[config.mk]
export PLATFORM = sky130hd
export DESIGN_NAME = instr_encoder_flat
export DESIGN_NICKNAME = d
export VERILOG_FILES = /design/src/rtl/instr_encoder_if.sv /design/src/rtl/instr_encoder.sv /design/src/flat_wrapper.sv
export SDC_FILE = /design/constraint.sdc
export NUM_CORES = 1
export LEC_CHECK = 0
export ABC_CLOCK_PERIOD_IN_PS = 3200
export CORE_ASPECT_RATIO = 0.5
export CORE_UTILIZATION = 53
export CTS_BUF_LIST = sky130_fd_sc_hd__clkbuf_4 sky130_fd_sc_hd__clkbuf_8
export DETAILED_ROUTE_END_ITERATION = 8
export PLACE_DENSITY = 0.94
export SLEW_MARGIN = 5
export SYNTH_ARGS = -nofsm -noshare
export SYNTH_HDL_FRONTEND = slang
export SYNTH_SLANG_ARGS = --single-unit
[constraint.sdc]
create_clock -name clk -period 3.2 [get_ports clk]
set_input_delay 0.8 -clock clk [delete_from_list [all_inputs] [get_ports clk]]
set_output_delay 0.8 -clock clk [all_outputs]
set_load 0.02 [all_outputs]
[src/rtl/instr_encoder_if.sv]
// Field-tuple handshake and instruction-memory write bus for instr_encoder.
// master = tuple source / memory side, slave = the encoder.
interface instr_encoder_if #(
   parameter int unsigned ADDR_W = 8
);
   logic              start;
   logic [ADDR_W-1:0] base_addr;
   logic              in_valid;
   logic              in_ready;
   logic [1:0]        fmt;
   logic [3:0]        op;
   logic [3:0]        rd;
   logic [3:0]        rs;
   logic [3:0]        rt;
   logic [11:0]       imm;
   logic              last;
   logic              mem_we;
   logic              mem_ready;
   logic [ADDR_W-1:0] mem_addr;
   logic [15:0]       mem_wdata;
   logic              busy;
   logic              done;
   logic [ADDR_W:0]   word_count;
   logic              err;

   modport master (
      output start, base_addr, in_valid, fmt, op, rd, rs, rt, imm, last, mem_ready,
      input  in_ready, mem_we, mem_addr, mem_wdata, busy, done, word_count, err
   );

   modport slave (
      input  start, base_addr, in_valid, fmt, op, rd, rs, rt, imm, last, mem_ready,
      output in_ready, mem_we, mem_addr, mem_wdata, busy, done, word_count, err
   );
endinterface

[src/rtl/instr_encoder.sv]
// Packs instruction field tuples into 16-bit words and writes them to program memory.
// ENC_WRAP_EN: when defined, the write address wraps past the top instead of saturating.
module instr_encoder #(
   parameter int unsigned ADDR_W = 8
) (
   input logic             clk,
   input logic             rst,
   instr_encoder_if.slave  bus
);

   typedef enum logic [1:0] {StIdle, StLoad, StDrain} state_e;

   state_e            state_q;
   logic [15:0]       buf_q [2];
   logic              rd_ptr_q;
   logic              wr_ptr_q;
   logic [1:0]        cnt_q;
   logic [ADDR_W-1:0] addr_q;
   logic [ADDR_W:0]   wcnt_q;
   logic              err_q;
   logic              done_q;
   logic              sat_q;

   logic [15:0] enc_word;
   logic        hs;
   logic        push;
   logic        pop;
   logic        wr_done;
   logic [1:0]  cnt_d;

   always_comb begin
      enc_word = 16'h0000;
      unique case (bus.fmt)
         2'd0:    enc_word = {bus.op, bus.rd, bus.rs, bus.rt};
         2'd1:    enc_word = {bus.op, bus.rd, bus.imm[7:0]};
         2'd2:    enc_word = {bus.op, bus.imm};
         default: enc_word = 16'h0000;
      endcase
   end

   assign bus.in_ready   = (state_q == StLoad) && (cnt_q < 2'd2);
   assign bus.mem_we     = (cnt_q != 2'd0) && !sat_q;
   assign bus.mem_wdata  = buf_q[rd_ptr_q];
   assign bus.mem_addr   = addr_q;
   assign bus.busy       = (state_q != StIdle);
   assign bus.done       = done_q;
   assign bus.word_count = wcnt_q;
   assign bus.err        = err_q;

   assign hs      = bus.in_valid && bus.in_ready;
   assign push    = hs && (bus.fmt != 2'd3);
   assign wr_done = bus.mem_we && bus.mem_ready;
   // Once saturated, entries drain one per cycle without touching memory.
   assign pop     = (cnt_q != 2'd0) && (sat_q || bus.mem_ready);
   assign cnt_d   = cnt_q + {1'b0, push} - {1'b0, pop};

   always_ff @(posedge clk) begin
      if (rst) begin
         state_q  <= StIdle;
         buf_q[0] <= 16'h0000;
         buf_q[1] <= 16'h0000;
         rd_ptr_q <= 1'b0;
         wr_ptr_q <= 1'b0;
         cnt_q    <= 2'd0;
         addr_q   <= '0;
         wcnt_q   <= '0;
         err_q    <= 1'b0;
         done_q   <= 1'b0;
         sat_q    <= 1'b0;
      end else begin
         done_q <= 1'b0;
         cnt_q  <= cnt_d;
         if (push) begin
            buf_q[wr_ptr_q] <= enc_word;
            wr_ptr_q        <= ~wr_ptr_q;
         end
         if (pop) rd_ptr_q <= ~rd_ptr_q;
         if (hs && (bus.fmt == 2'd3)) err_q <= 1'b1;
         if (wr_done) begin
            wcnt_q <= wcnt_q + (ADDR_W+1)'(1);
`ifdef ENC_WRAP_EN
            addr_q <= addr_q + ADDR_W'(1);
`else
            if (addr_q == '1) begin
               sat_q <= 1'b1;
               err_q <= 1'b1;
            end else begin
               addr_q <= addr_q + ADDR_W'(1);
            end
`endif
         end

         unique case (state_q)
            StIdle: begin
               if (bus.start) begin
                  state_q <= StLoad;
                  addr_q  <= bus.base_addr;
                  wcnt_q  <= '0;
                  err_q   <= 1'b0;
                  sat_q   <= 1'b0;
               end
            end
            StLoad: begin
               if (hs && bus.last) state_q <= StDrain;
            end
            StDrain: begin
               // Leave on the cycle the final pop happens so done and busy move together.
               if (cnt_d == 2'd0) begin
                  state_q <= StIdle;
                  done_q  <= 1'b1;
               end
            end
            default: state_q <= StIdle;
         endcase
      end
   end

endmodule

[src/flat_wrapper.sv]
// flat-port wrapper written by rule: the top's interface ports become plain ports
module instr_encoder_flat 
#(
   parameter int unsigned ADDR_W = 8
)
  (clk, rst, bus_start, bus_base_addr, bus_in_valid, bus_fmt, bus_op, bus_rd, bus_rs, bus_rt, bus_imm, bus_last, bus_mem_ready, bus_in_ready, bus_mem_we, bus_mem_addr, bus_mem_wdata, bus_busy, bus_done, bus_word_count, bus_err);
  instr_encoder_if #(.ADDR_W(ADDR_W)) bus_i ();
  input logic clk;
  input logic rst;
  input wire logic [$bits(bus_i.start)-1:0] bus_start;
  input wire logic [$bits(bus_i.base_addr)-1:0] bus_base_addr;
  input wire logic [$bits(bus_i.in_valid)-1:0] bus_in_valid;
  input wire logic [$bits(bus_i.fmt)-1:0] bus_fmt;
  input wire logic [$bits(bus_i.op)-1:0] bus_op;
  input wire logic [$bits(bus_i.rd)-1:0] bus_rd;
  input wire logic [$bits(bus_i.rs)-1:0] bus_rs;
  input wire logic [$bits(bus_i.rt)-1:0] bus_rt;
  input wire logic [$bits(bus_i.imm)-1:0] bus_imm;
  input wire logic [$bits(bus_i.last)-1:0] bus_last;
  input wire logic [$bits(bus_i.mem_ready)-1:0] bus_mem_ready;
  output wire logic [$bits(bus_i.in_ready)-1:0] bus_in_ready;
  output wire logic [$bits(bus_i.mem_we)-1:0] bus_mem_we;
  output wire logic [$bits(bus_i.mem_addr)-1:0] bus_mem_addr;
  output wire logic [$bits(bus_i.mem_wdata)-1:0] bus_mem_wdata;
  output wire logic [$bits(bus_i.busy)-1:0] bus_busy;
  output wire logic [$bits(bus_i.done)-1:0] bus_done;
  output wire logic [$bits(bus_i.word_count)-1:0] bus_word_count;
  output wire logic [$bits(bus_i.err)-1:0] bus_err;
  assign bus_i.start = bus_start;
  assign bus_i.base_addr = bus_base_addr;
  assign bus_i.in_valid = bus_in_valid;
  assign bus_i.fmt = bus_fmt;
  assign bus_i.op = bus_op;
  assign bus_i.rd = bus_rd;
  assign bus_i.rs = bus_rs;
  assign bus_i.rt = bus_rt;
  assign bus_i.imm = bus_imm;
  assign bus_i.last = bus_last;
  assign bus_i.mem_ready = bus_mem_ready;
  assign bus_in_ready = bus_i.in_ready;
  assign bus_mem_we = bus_i.mem_we;
  assign bus_mem_addr = bus_i.mem_addr;
  assign bus_mem_wdata = bus_i.mem_wdata;
  assign bus_busy = bus_i.busy;
  assign bus_done = bus_i.done;
  assign bus_word_count = bus_i.word_count;
  assign bus_err = bus_i.err;
  instr_encoder #(.ADDR_W(ADDR_W)) u_core (.clk(clk), .rst(rst), .bus(bus_i));
endmodule
==> reports/metrics.cfg, run 1 <==
[detailed_routing]
drtAntennaViolNets = 0
post-route-drc-count = 0
initialDrtViolationCount = 108
vias = 2483
route.layer.met1.wl_mm = 2.83
drt-total-wl_mm = 6.87
met2RoutedLength_mm = 3.65
met3_length_um = 352
detailed_route_wire_length_per_cell_um = 15.3
drt-pass1-iter-count = 4
via_per_inst = 5.53
highest-signal-layer = met4

[sta]
final.period_utilization_pct = 81.5
fmax_mhz = 383
tightestPinTransition_ns = 0.894
final_hold_viol_count = 0
setup_total_negative_slack_ns = 0
slew_headroom_pct = 40.3
final_period_minus_worst_setup_slack_ns = 2.61
report.final.slew_viol_count = 0
report.final.setup_viol = 0
rsz_0062_raised_after_global_routing = no
skew_ns = 0.00808

[clock_tree]
cts_made_buffers = 9
tritoncts = yes
cts.repair.resized = 0
post_cts_hold_buffer_count = 0
ctsRootBufferMaster = sky130_fd_sc_hd__clkbuf_8
cts-root-to-sink-buffers = 2
clk-insertion-delay-late_ns = 0.33
cts_clock_pin_slew_for_the_worst_setup_and_hold_paths_ns = 0.07
cts_num_sinks = 59
postCtsSetupRepairBufs = 0
clock_tree.htree_level_count = 3

[synth]
netlist-cell-type-count = 44
postSynth.topFlopCell = sky130_fd_sc_hd__edfxtp_1
synth_edf_count = 32
yosys-top-cells-area = sky130_fd_sc_hd__edfxtp_1 (33%), sky130_fd_sc_hd__dfxtp_1 (19%), sky130_fd_sc_hd__nor2_1 (8.8%), sky130_fd_sc_hd__mux2_2 (6.2%), sky130_fd_sc_hd__a21oi_1 (2.8%)
synth_top_area_cell = sky130_fd_sc_hd__edfxtp_1
ys_seq_area_share_pct = 51.9
synthesis.instances = 290
fraction_of_post_synthesis_cell_area_in_the_top_cell_type_by_area_pct = 33.2
synthesis.yosys.warnings = 0
synthesis.area_um2 = 2890
synth.ff_latch_count = 59
postSynthNetCount = 337
ys_async_sr_fraction_pct = 0
synth_area_per_cell_um2 = 9.98

[place]
gp_congestion = 0.798
place_hpwl_mm = 4.83
placement.io_buffers = 81
placedInstanceArea_um2 = 3770

[layout]
final_common_cell = sky130_fd_sc_hd__clkdlybuf4s50_1
area_growth_syn_to_layout_pct = 37.8
finish.instance_area_um2 = 3990
post_route_cells_drive_above_1_share_pct = 11.6
final_cell_mix = sky130_fd_sc_hd__clkdlybuf4s50_1 (81), sky130_fd_sc_hd__nor2_1 (68), sky130_fd_sc_hd__edfxtp_1 (32)
antenna_diode_count = 0
nNetsFinal = 421
finish.utilization_pct = 78.3

[run]
max_cap_violations = 0

[min_path]
hold_class = flip-flop to flip-flop

[global_route]
gr-usage-all-layers_pct = 24.6
globalRouteOverflowTotal = 0
grt_start_max_net_pins = 23
grt_pass1_vias = 2296
grt_first_pass_wirelength_mm = 10.6
grt_antenna_before_repair = 0

[die]
boundaryPins = 82
dieArea_um2 = 5780
start_util_pct = 56.9
fp-row-count = 18
core_area_um2 = 5090
floorplan.die.width_um = 107
die_h_um = 54.3

[pwr]
power_per_cell_area_nw_per_um2 = 600
max-vdd-ir-drop_mv = 0.410
power_leakage_nw = 1.49

[worst_setup_path]
crit_path_end_kind = output port
critical_path.slowest_cell = sky130_fd_sc_hd__clkdlybuf4s50_1
crit_required_ns = 2.40
cp_cell_sequence = buf_4, mux2_2, clkdlybuf4s50_1
critical_path_peak_fanout = 16
cp_class = flip-flop to output port
slowest_delay_ns = 0.55
type_of_element_launching_the_critical_path = flip-flop
endpoint_arrival_time_on_the_critical_path_ns = 1.81

[status]
run_status = completed

flip-flops by register name (all words and copies together) (netlist names), named ones only:
signal                 count
u_core.buf_q              32
u_core.bus.mem_addr        8
u_core.bus.err             1
u_core.cnt_q               2
u_core.wr_ptr_q            1
u_core.bus.done            1
u_core.bus.word_count      9
u_core.rd_ptr_q            1
u_core.sat_q               1
u_core.state_q             2
cell type report:
class	count	area, µm²
Sequential cell	59	1500
Multi-Input combinational cell	211	1300
Fill cell	324	1100
Timing Repair Buffer	89	871
Clock buffer	9	124
Clock inverter	7	91.3
Tap cell	70	87.6
Inverter	4	15.0
critical path, delay by kind of cell (launching register included):
family / cells / cell delay, ns
flops: 1 / 0.31
buf+inv: 2 / 0.79
mux: 1 / 0.38
where the power goes:
| part | total (mW) | leakage (nW) | switching [mW] | internal (mW) |
|---|---|---|---|---|
| clock network | 0.731 | 0.111 | 0.295 | 0.437 |
| logic | 0.740 | 0.825 | 0.378 | 0.361 |
| registers | 0.920 | 0.553 | 0.0516 | 0.868 |
| total | 2.39 | 1.49 | 0.724 | 1.67 |
through the flow:
stage / cells / total power [mW] / hold slack (ns) / worst slack (ns)
finish: 449 / 2.39 / 0.490 / 0.591
global route: 449 / 2.49 / 0.530 / 0.471
CTS: 449 / 2.40 / 0.501 / 0.571
detailed placement: 433 / 1.67 / 0.486 / 0.346
global placement: 433 / 1.64 / 0.461 / 0.471
floorplan: 290 / 1.38 / 0.454 / 0.744
cells in the mapped netlist, drive strengths merged (3+ instances only):
library cell  count
mux2             16
and3              6
inv               4
mux2i             8
nand2            15
nor3              4
xnor2             3
or3               4
dfxtp            27
edfxtp           32
buf               6
nand3             9
o21ai             5
nand4             4
nor2             68
clkbuf           10
a21oi            16
xor2              7
nor4              5
nor2b             6
nor3b             3
ha                3
o21a              3
layer usage:
metal | up-vias | track usage (%)
met5 | - | 0
met4 | 0 | 7.31
met3 | 5 | 6.79
met2 | 78 | 49.7
met1 | 1196 | 26.3
li1 | 1204 | -
path summary, 6_finish.rpt:
path | startpoint | to | slack (ns) | cells past startpoint
setup / recovery | flip-flop | bus_mem_wdata[1] | 0.59 | 3
hold / removal | u_core.bus.err$_SDFF_PP0_ | u_core.bus.err$_SDFF_PP0_ | 0.49 | 1
setup reg to reg | u_core.state_q[0]$_SDFFE_PP0P_ | u_core.buf_q[0][14]$_SDFFCE_PN0P_ | 1.39 | 4
hold reg to reg | u_core.bus.err$_SDFF_PP0_ | u_core.bus.err$_SDFF_PP0_ | 0.49 | 1
cells by family (layout without fill, tap and decap cells):
family	count (synthesis)	count (layout)	synth area share, %
adder cells (fa/ha/maj)	3	3	1.30
AND/OR/NAND/NOR	136	136	23.1
flip-flops	59	59	51.9
AO/OA/AOI/OAI	38	38	8.43
XOR/XNOR	10	10	3.03
buffers and inverters	20	109	3.29
multiplexers	24	24	8.99
(Power assumes the default switching activity.)
==> inputs of run 2 (changes only) <==
--- a/config.mk
+++ b/config.mk
@@ -5,12 +5,12 @@
 export SDC_FILE = /design/constraint.sdc
 export NUM_CORES = 1
 export LEC_CHECK = 0
-export ABC_CLOCK_PERIOD_IN_PS = 3200
+export ABC_CLOCK_PERIOD_IN_PS = 2650
 export CORE_ASPECT_RATIO = 0.5
-export CORE_UTILIZATION = 53
+export CORE_UTILIZATION = 49
 export CTS_BUF_LIST = sky130_fd_sc_hd__clkbuf_4 sky130_fd_sc_hd__clkbuf_8
 export DETAILED_ROUTE_END_ITERATION = 8
-export PLACE_DENSITY = 0.94
+export PLACE_DENSITY = 0.89
 export SLEW_MARGIN = 5
 export SYNTH_ARGS = -nofsm -noshare
 export SYNTH_HDL_FRONTEND = slang
==> constraint.sdc (replaced) <==
create_clock -name clk -period 2.65 [get_ports clk]
set_input_delay 0.6625 -clock clk [delete_from_list [all_inputs] [get_ports clk]]
set_output_delay 0.6625 -clock clk [all_outputs]
set_load 0.02 [all_outputs]
==> run 2 against run 1 <==
  * Clock skew fell by 0.00090 ns
  * Cell count rose by 1.3%
  * Critical path depth stayed put
  * Highest routed layer unchanged
  * Largest power group unchanged
  * Via count down 2.6%
  * Sequential cell count stayed put
  * Routed wire length down 4.4%
  * Combinational power rose by 22%
==> reports/metrics.cfg, run 2 (same netlist as run 1, synthesis figures left out) <==
[detailed_routing]
vias = 2418  ; -2.6%
post-route-drc-count = 0  ; unchanged
initialDrtViolationCount = 65  ; -40%
drt-total-wl_mm = 6.57  ; -4.4%
drtAntennaViolNets = 0  ; unchanged
via_per_inst = 5.31  ; -3.9%
drt-pass1-iter-count = 4  ; unchanged
detailed_route_wire_length_per_cell_um = 14.4  ; -5.6%

[clock_tree]
cts.repair.resized = 0  ; unchanged
post_cts_hold_buffer_count = 0  ; unchanged
ctsRootBufferMaster = sky130_fd_sc_hd__clkbuf_8
clk-insertion-delay-late_ns = 0.33  ; about the same
cts-root-to-sink-buffers = 2  ; unchanged
clock_tree.htree_level_count = 3  ; unchanged
cts_clock_pin_slew_for_the_worst_setup_and_hold_paths_ns = 0.07  ; about the same
tritoncts = yes
postCtsSetupRepairBufs = 0  ; unchanged
cts_made_buffers = 9  ; unchanged
cts_num_sinks = 59  ; unchanged

[layout]
area_growth_syn_to_layout_pct = 38.0
nNetsFinal = 424  ; +0.71%
register_ranked_first_by_flip_flop_count = u_core.buf_q
final_cell_mix = sky130_fd_sc_hd__clkdlybuf4s50_1 (81), sky130_fd_sc_hd__nor2_1 (68), sky130_fd_sc_hd__edfxtp_1 (32)
antenna_diode_count = 0  ; unchanged
fillers = 416  ; +28%
fin_cells = 455  ; +1.3%
finish.instance_area_um2 = 3990  ; +0.16%
final_common_cell = sky130_fd_sc_hd__clkdlybuf4s50_1
post_route_cells_drive_above_1_share_pct = 12.6  ; +0.96 points
largest_register_ff_count = 32  ; unchanged

[worst_setup_path]
timing.critical_path.to = bus_mem_wdata[6]
cp_class = flip-flop to output port
endpoint_arrival_time_on_the_critical_path_ns = 1.79  ; -0.02 ns
crit_required_ns = 1.99  ; -0.41 ns
crit_path_end_kind = output port
type_of_element_launching_the_critical_path = flip-flop
regToRegSetupSlack_ns = 0.85  ; -0.54 ns
critical_path_peak_fanout = 16  ; unchanged
reg2reg_depth = 4  ; unchanged
worstReg2RegEnd = u_core.buf_q[0][1]$_SDFFCE_PN0P_
timing.rr.start = u_core.state_q[0]$_SDFFE_PP0P_

[die]
die_h_um = 56.3  ; +3.9%
fp-row-count = 19  ; +1
floorplan.die.width_um = 111  ; +3.9%
core_area_um2 = 5590  ; +9.8%
dieArea_um2 = 6240  ; +7.9%
start_util_pct = 51.8  ; -5.1 points
boundaryPins = 82  ; unchanged

[status]
run_status = completed

[place]
place_hpwl_mm = 4.67  ; -3.2%
placedInstanceArea_um2 = 3800  ; +0.80%
place_inst = 439  ; +1.4%
placement.io_buffers = 81  ; unchanged
gp_congestion = 0.845  ; +5.9%

[min_path]
hold_path.startpoint = u_core.bus.word_count[8]$_SDFF_PP0_
hold_class = flip-flop to flip-flop

[sta]
skew_ns = 0.00718  ; -0.000903 ns
fmax_mhz = 407
report.final.slew_viol_count = 0  ; unchanged
rsz_0062_raised_after_global_routing = no
report.final.setup_viol = 0  ; unchanged
slew_headroom_pct = 43.8  ; +3.5 points
final_hold_viol_count = 0  ; unchanged
final_period_minus_worst_setup_slack_ns = 2.46
hold_slack_ns = 0.503  ; +0.0137 ns
setup_total_negative_slack_ns = 0  ; unchanged
final.period_utilization_pct = 92.7
tightestPinTransition_ns = 0.842  ; -0.0525 ns

[global_route]
grt_antenna_before_repair = 0  ; unchanged
grt_start_max_net_pins = 17  ; -26%
grt_pass1_vias = 2415  ; +5.2%
gr-usage-all-layers_pct = 22.4  ; -2.2 points
grt_first_pass_wirelength_mm = 11.1  ; +4.8%
globalRouteOverflowTotal = 0  ; unchanged

[run]
max_cap_violations = 0  ; unchanged

[pwr]
sw_share_pct = 31.2  ; +0.94 points
totalPowerFinal_mw = 2.81  ; +17%
cellInternalPower_mw = 1.93  ; +16%
max-vdd-ir-drop_mv = 0.458  ; +12%
combPwrFrac_pct = 32.2  ; +1.3 points
power_per_cell_area_nw_per_um2 = 703  ; +17%
power_leakage_nw = 1.49  ; about the same
seqPwrFrac_pct = 39.5  ; +1.0 points
portion_of_total_power_attributed_to_the_clock_network_pct = 28.3  ; -2.3 points
net-switching-power_mw = 0.878  ; +21%

==> run 2: cell count changes in the layout (fill, tap and decap cells not counted) <==
cell,previous run,this run
sky130_fd_sc_hd__o21bai_1,2,1
sky130_fd_sc_hd__o21bai_2,0,1
sky130_fd_sc_hd__bufinv_16,2,1
sky130_fd_sc_hd__clkinv_4,1,0
sky130_fd_sc_hd__clkinvlp_4,0,2
sky130_fd_sc_hd__buf_4,8,11
==> run 2: power groups by stage <==
stage,sequential [mW],clock (mW),combinational [mW]
after floorplan,1.14,0,0.527
after global placement,1.12,0,0.891
after detailed placement,1.13,0,0.903
after CTS,1.11,0.809,0.911
after global routing,1.12,0.854,0.981
final,1.11,0.795,0.904
==> run 2: layer usage <==
metal,track usage (%),wire length [µm],vias up
met2,40.8,3450,55
met5,0,0,-
met4,7.62,87,0
li1,-,-,1203
met3,6.48,244,11
met1,25.6,2780,1149
==> run 2: cell type report <==
cell class	instances	area, µm²	area share [%]
Tap cell	73	91.3	2.29
Timing Repair Buffer	92	893	22.4
Sequential cell	59	1500	37.6
Multi-Input combinational cell	211	1300	32.6
Clock buffer	9	124	3.10
Inverter	4	15.0	0.376
Clock inverter	7	67.6	1.69
==> run 2: worst min-delay path by stage <==
stage                                               end  slack (ns)  cells past startpoint
floorplan                       u_core.sat_q$_SDFF_PP0_        0.45                      1
global placement    u_core.bus.word_count[8]$_SDFF_PP0_        0.47                      2
detailed placement                            flip-flop        0.50                      2
CTS                 u_core.bus.word_count[8]$_SDFF_PP0_        0.51                      2
global route                    u_core.sat_q$_SDFF_PP0_        0.54                      1
finish              u_core.bus.word_count[8]$_SDFF_PP0_        0.50                      2
==> run 2: metrics by stage <==
step | setup slack [ns] | util [%]
after global placement | 0.159 | 68.1
after global routing | 0.122 | 71.5
after CTS | 0.168 | 71.5
after detailed placement | 0.0799 | 68.1
after floorplan | 0.332 | -
final | 0.195 | 71.5
==> run 2: critical path: stages (launching register included) <==
cell	delay (ns)
sky130_fd_sc_hd__dfxtp_1	0.31
sky130_fd_sc_hd__buf_4	0.23
sky130_fd_sc_hd__mux2_2	0.38
sky130_fd_sc_hd__clkdlybuf4s50_1	0.54
==> inputs of run 3 (changes only) <==
--- a/config.mk
+++ b/config.mk
@@ -5,12 +5,13 @@
 export SDC_FILE = /design/constraint.sdc
 export NUM_CORES = 1
 export LEC_CHECK = 0
-export ABC_CLOCK_PERIOD_IN_PS = 2650
+export ABC_CLOCK_PERIOD_IN_PS = 2400
 export CORE_ASPECT_RATIO = 0.5
 export CORE_UTILIZATION = 49
 export CTS_BUF_LIST = sky130_fd_sc_hd__clkbuf_4 sky130_fd_sc_hd__clkbuf_8
 export DETAILED_ROUTE_END_ITERATION = 8
 export PLACE_DENSITY = 0.89
+export SKIP_LAST_GASP = 1
 export SLEW_MARGIN = 5
 export SYNTH_ARGS = -nofsm -noshare
 export SYNTH_HDL_FRONTEND = slang
==> constraint.sdc (replaced) <==
create_clock -name clk -period 2.4 [get_ports clk]
set_input_delay 0.6 -clock clk [delete_from_list [all_inputs] [get_ports clk]]
set_output_delay 0.6 -clock clk [all_outputs]
set_load 0.02 [all_outputs]
==> run 3 against run 2 <==
  * Die area unchanged
  * Count of clock-buffer cells in the layout up 2
  * Sequential share of layout area down 0.52 points
  * Clock power up 26%
  * Critical path depth unchanged
  * Core utilization up 1.0 points
  * Global-route usage up 0.27 points
  * Combinational power up 10%
  * Largest power group unchanged
==> reports/metrics.cfg, run 3 (same netlist as run 1, synthesis figures left out) <==
[sta]
final.period_utilization_pct = 97.3
tightestPinTransition_ns = 0.883  ; +0.0410 ns
rsz_0062_raised_after_global_routing = no
final_hold_viol_count = 0  ; unchanged
final_period_minus_worst_setup_slack_ns = 2.34
skew_ns = 0.00821  ; +0.00103 ns
post-route-worst-setup-slack_ns = 0.0643  ; -0.130 ns
slew_headroom_pct = 41.0  ; -2.7 points
fmax_mhz = 428
report.final.slew_viol_count = 0  ; unchanged
report.final.setup_viol = 0  ; unchanged

[place]
placement.io_buffers = 81  ; unchanged
post-place-ws_ns = -0.0772  ; -0.157 ns
place_hpwl_mm = 4.81  ; +3.0%
gp_congestion = 0.822  ; -2.8%
placedInstanceArea_um2 = 3830  ; +0.86%

[pwr]
power_leakage_nw = 1.57  ; +5.3%
cellInternalPower_mw = 2.25  ; +16%
seqPwrFrac_pct = 38.1  ; -1.4 points
portion_of_total_power_attributed_to_the_clock_network_pct = 31.0  ; +2.7 points
combPwrFrac_pct = 30.9  ; -1.3 points
power_per_cell_area_nw_per_um2 = 796  ; +13%
totalPowerFinal_mw = 3.22  ; +15%
max-vdd-ir-drop_mv = 0.507  ; +11%
sw_share_pct = 30.2  ; -1.0 points
net-switching-power_mw = 0.974  ; +11%

[min_path]
hold_class = flip-flop to flip-flop
holdPathStages = 1  ; -1
hold_path.startpoint = u_core.bus.err$_SDFF_PP0_

[die]
fp-row-count = 19  ; unchanged
core_area_um2 = 5590  ; unchanged
boundaryPins = 82  ; unchanged
start_util_pct = 51.8  ; unchanged
floorplan.die.width_um = 111  ; unchanged
dieArea_um2 = 6240  ; unchanged
die_h_um = 56.3  ; unchanged

[layout]
post_route_cells_drive_above_1_share_pct = 13.1  ; +0.49 points
area_growth_syn_to_layout_pct = 39.9
finish.utilization_pct = 72.5  ; +1.0 points
fillers = 410  ; -1.4%
final_common_cell = sky130_fd_sc_hd__clkdlybuf4s50_1
nNetsFinal = 425  ; +0.24%
largest_register_ff_count = 32  ; unchanged
finish.instance_area_um2 = 4050  ; +1.4%
antenna_diode_count = 0  ; unchanged
register_ranked_first_by_flip_flop_count = u_core.buf_q
final_cell_mix = sky130_fd_sc_hd__clkdlybuf4s50_1 (71), sky130_fd_sc_hd__nor2_1 (68), sky130_fd_sc_hd__edfxtp_1 (32)

[worst_setup_path]
crit_required_ns = 1.80  ; -0.19 ns
path_buf_inv = 2  ; unchanged
crit_path_end_kind = output port
endpoint_arrival_time_on_the_critical_path_ns = 1.74  ; -0.05 ns
timing.rr.start = u_core.state_q[0]$_SDFFE_PP0P_
critical_path.slowest_cell = sky130_fd_sc_hd__clkdlybuf4s50_1
critical_path_peak_fanout = 16  ; unchanged
cp_class = flip-flop to output port
reg2reg_depth = 4  ; unchanged
cp_cell_sequence = buf_6, mux2_2, clkdlybuf4s50_1
slowest_delay_ns = 0.53  ; about the same
path_delay_family = buffers and inverters
type_of_element_launching_the_critical_path = flip-flop
worstSetupPathDepth = 3  ; unchanged

[detailed_routing]
drtAntennaViolNets = 0  ; unchanged
initialDrtViolationCount = 87  ; +34%
vias = 2461  ; +1.8%
detailed_route_wire_length_per_cell_um = 14.9  ; +3.2%
post-route-drc-count = 0  ; unchanged
drt-total-wl_mm = 6.79  ; +3.5%
via_per_inst = 5.40  ; +1.6%
drt-pass1-iter-count = 4  ; unchanged

[clock_tree]
post_cts_hold_buffer_count = 0  ; unchanged
cts_num_sinks = 59  ; unchanged
cts.repair.resized = 9  ; +9
cts_made_buffers = 9  ; unchanged
clock_tree.htree_level_count = 3  ; unchanged
cts-root-to-sink-buffers = 2  ; unchanged
ctsRootBufferMaster = sky130_fd_sc_hd__clkbuf_8
cts_clock_pin_slew_for_the_worst_setup_and_hold_paths_ns = 0.06  ; about the same
postCtsSetupRepairBufs = 0  ; unchanged
tritoncts = yes
clk-insertion-delay-late_ns = 0.34  ; about the same

[global_route]
grt_first_pass_wirelength_mm = 11.1  ; +0.19%
gr-usage-all-layers_pct = 22.7  ; +0.27 points
grt_pass1_vias = 2483  ; +2.8%
globalRouteOverflowTotal = 0  ; unchanged
grt_start_max_net_pins = 17  ; unchanged
grt_antenna_before_repair = 0  ; unchanged

[status]
run_status = completed

[run]
max_cap_violations = 0  ; unchanged

[run 3: final timing paths]
kind                                       to  slack [ns]
max                          bus_mem_wdata[0]        0.06
min                 u_core.bus.err$_SDFF_PP0_        0.49
max reg2reg  u_core.buf_q[0][0]$_SDFFCE_PN0P_        0.62
min reg2reg         u_core.bus.err$_SDFF_PP0_        0.49
[run 3: per-stage QoR]
step | TNS [ns] | hold WS (ns) | cells
floorplan | 0 | 0.454 | 290
global placement | 0 | 0.467 | 440
detailed placement | -1.11 | 0.483 | 440
CTS | 0 | 0.498 | 456
global route | 0 | 0.518 | 456
finish | 0 | 0.490 | 456
[run 3: metal layers]
metal,vias to the layer above,track usage [%],share of wire [%]
met5,-,0,0
met4,0,8.95,1.7
met3,10,5.94,4.4
met2,75,41.8,52
met1,1167,25.4,42
li1,1209,-,-
[run 3: cell type report]
cell class / count / area [µm²] / area share, %
clock buffers: 11 / 139 / 3.43
clock inverters: 5 / 77.6 / 1.92
inverters: 4 / 15.0 / 0.371
multi-input cells: 211 / 1300 / 32.1
flip-flops and latches: 59 / 1500 / 37.1
well taps: 73 / 91.3 / 2.26
repair buffers: 93 / 925 / 22.8
[run 3: power groups by stage]
stage	Sequential [mW]	Combinational (mW)	Clock [mW]
floorplan	1.26	0.582	0
global placement	1.24	0.993	0
detailed placement	1.25	1.01	0
CTS	1.23	1.00	1.01
global route	1.24	1.07	1.06
finish	1.23	0.996	1.00
[run 3: worst reg2reg max path, cell delays in order, from the launching register on]
cell	delay (ns)
sky130_fd_sc_hd__dfxtp_1	0.45
sky130_fd_sc_hd__and4bb_4	0.32
sky130_fd_sc_hd__nand2_4	0.09
sky130_fd_sc_hd__or3_1	0.58
sky130_fd_sc_hd__nor2_1	0.20
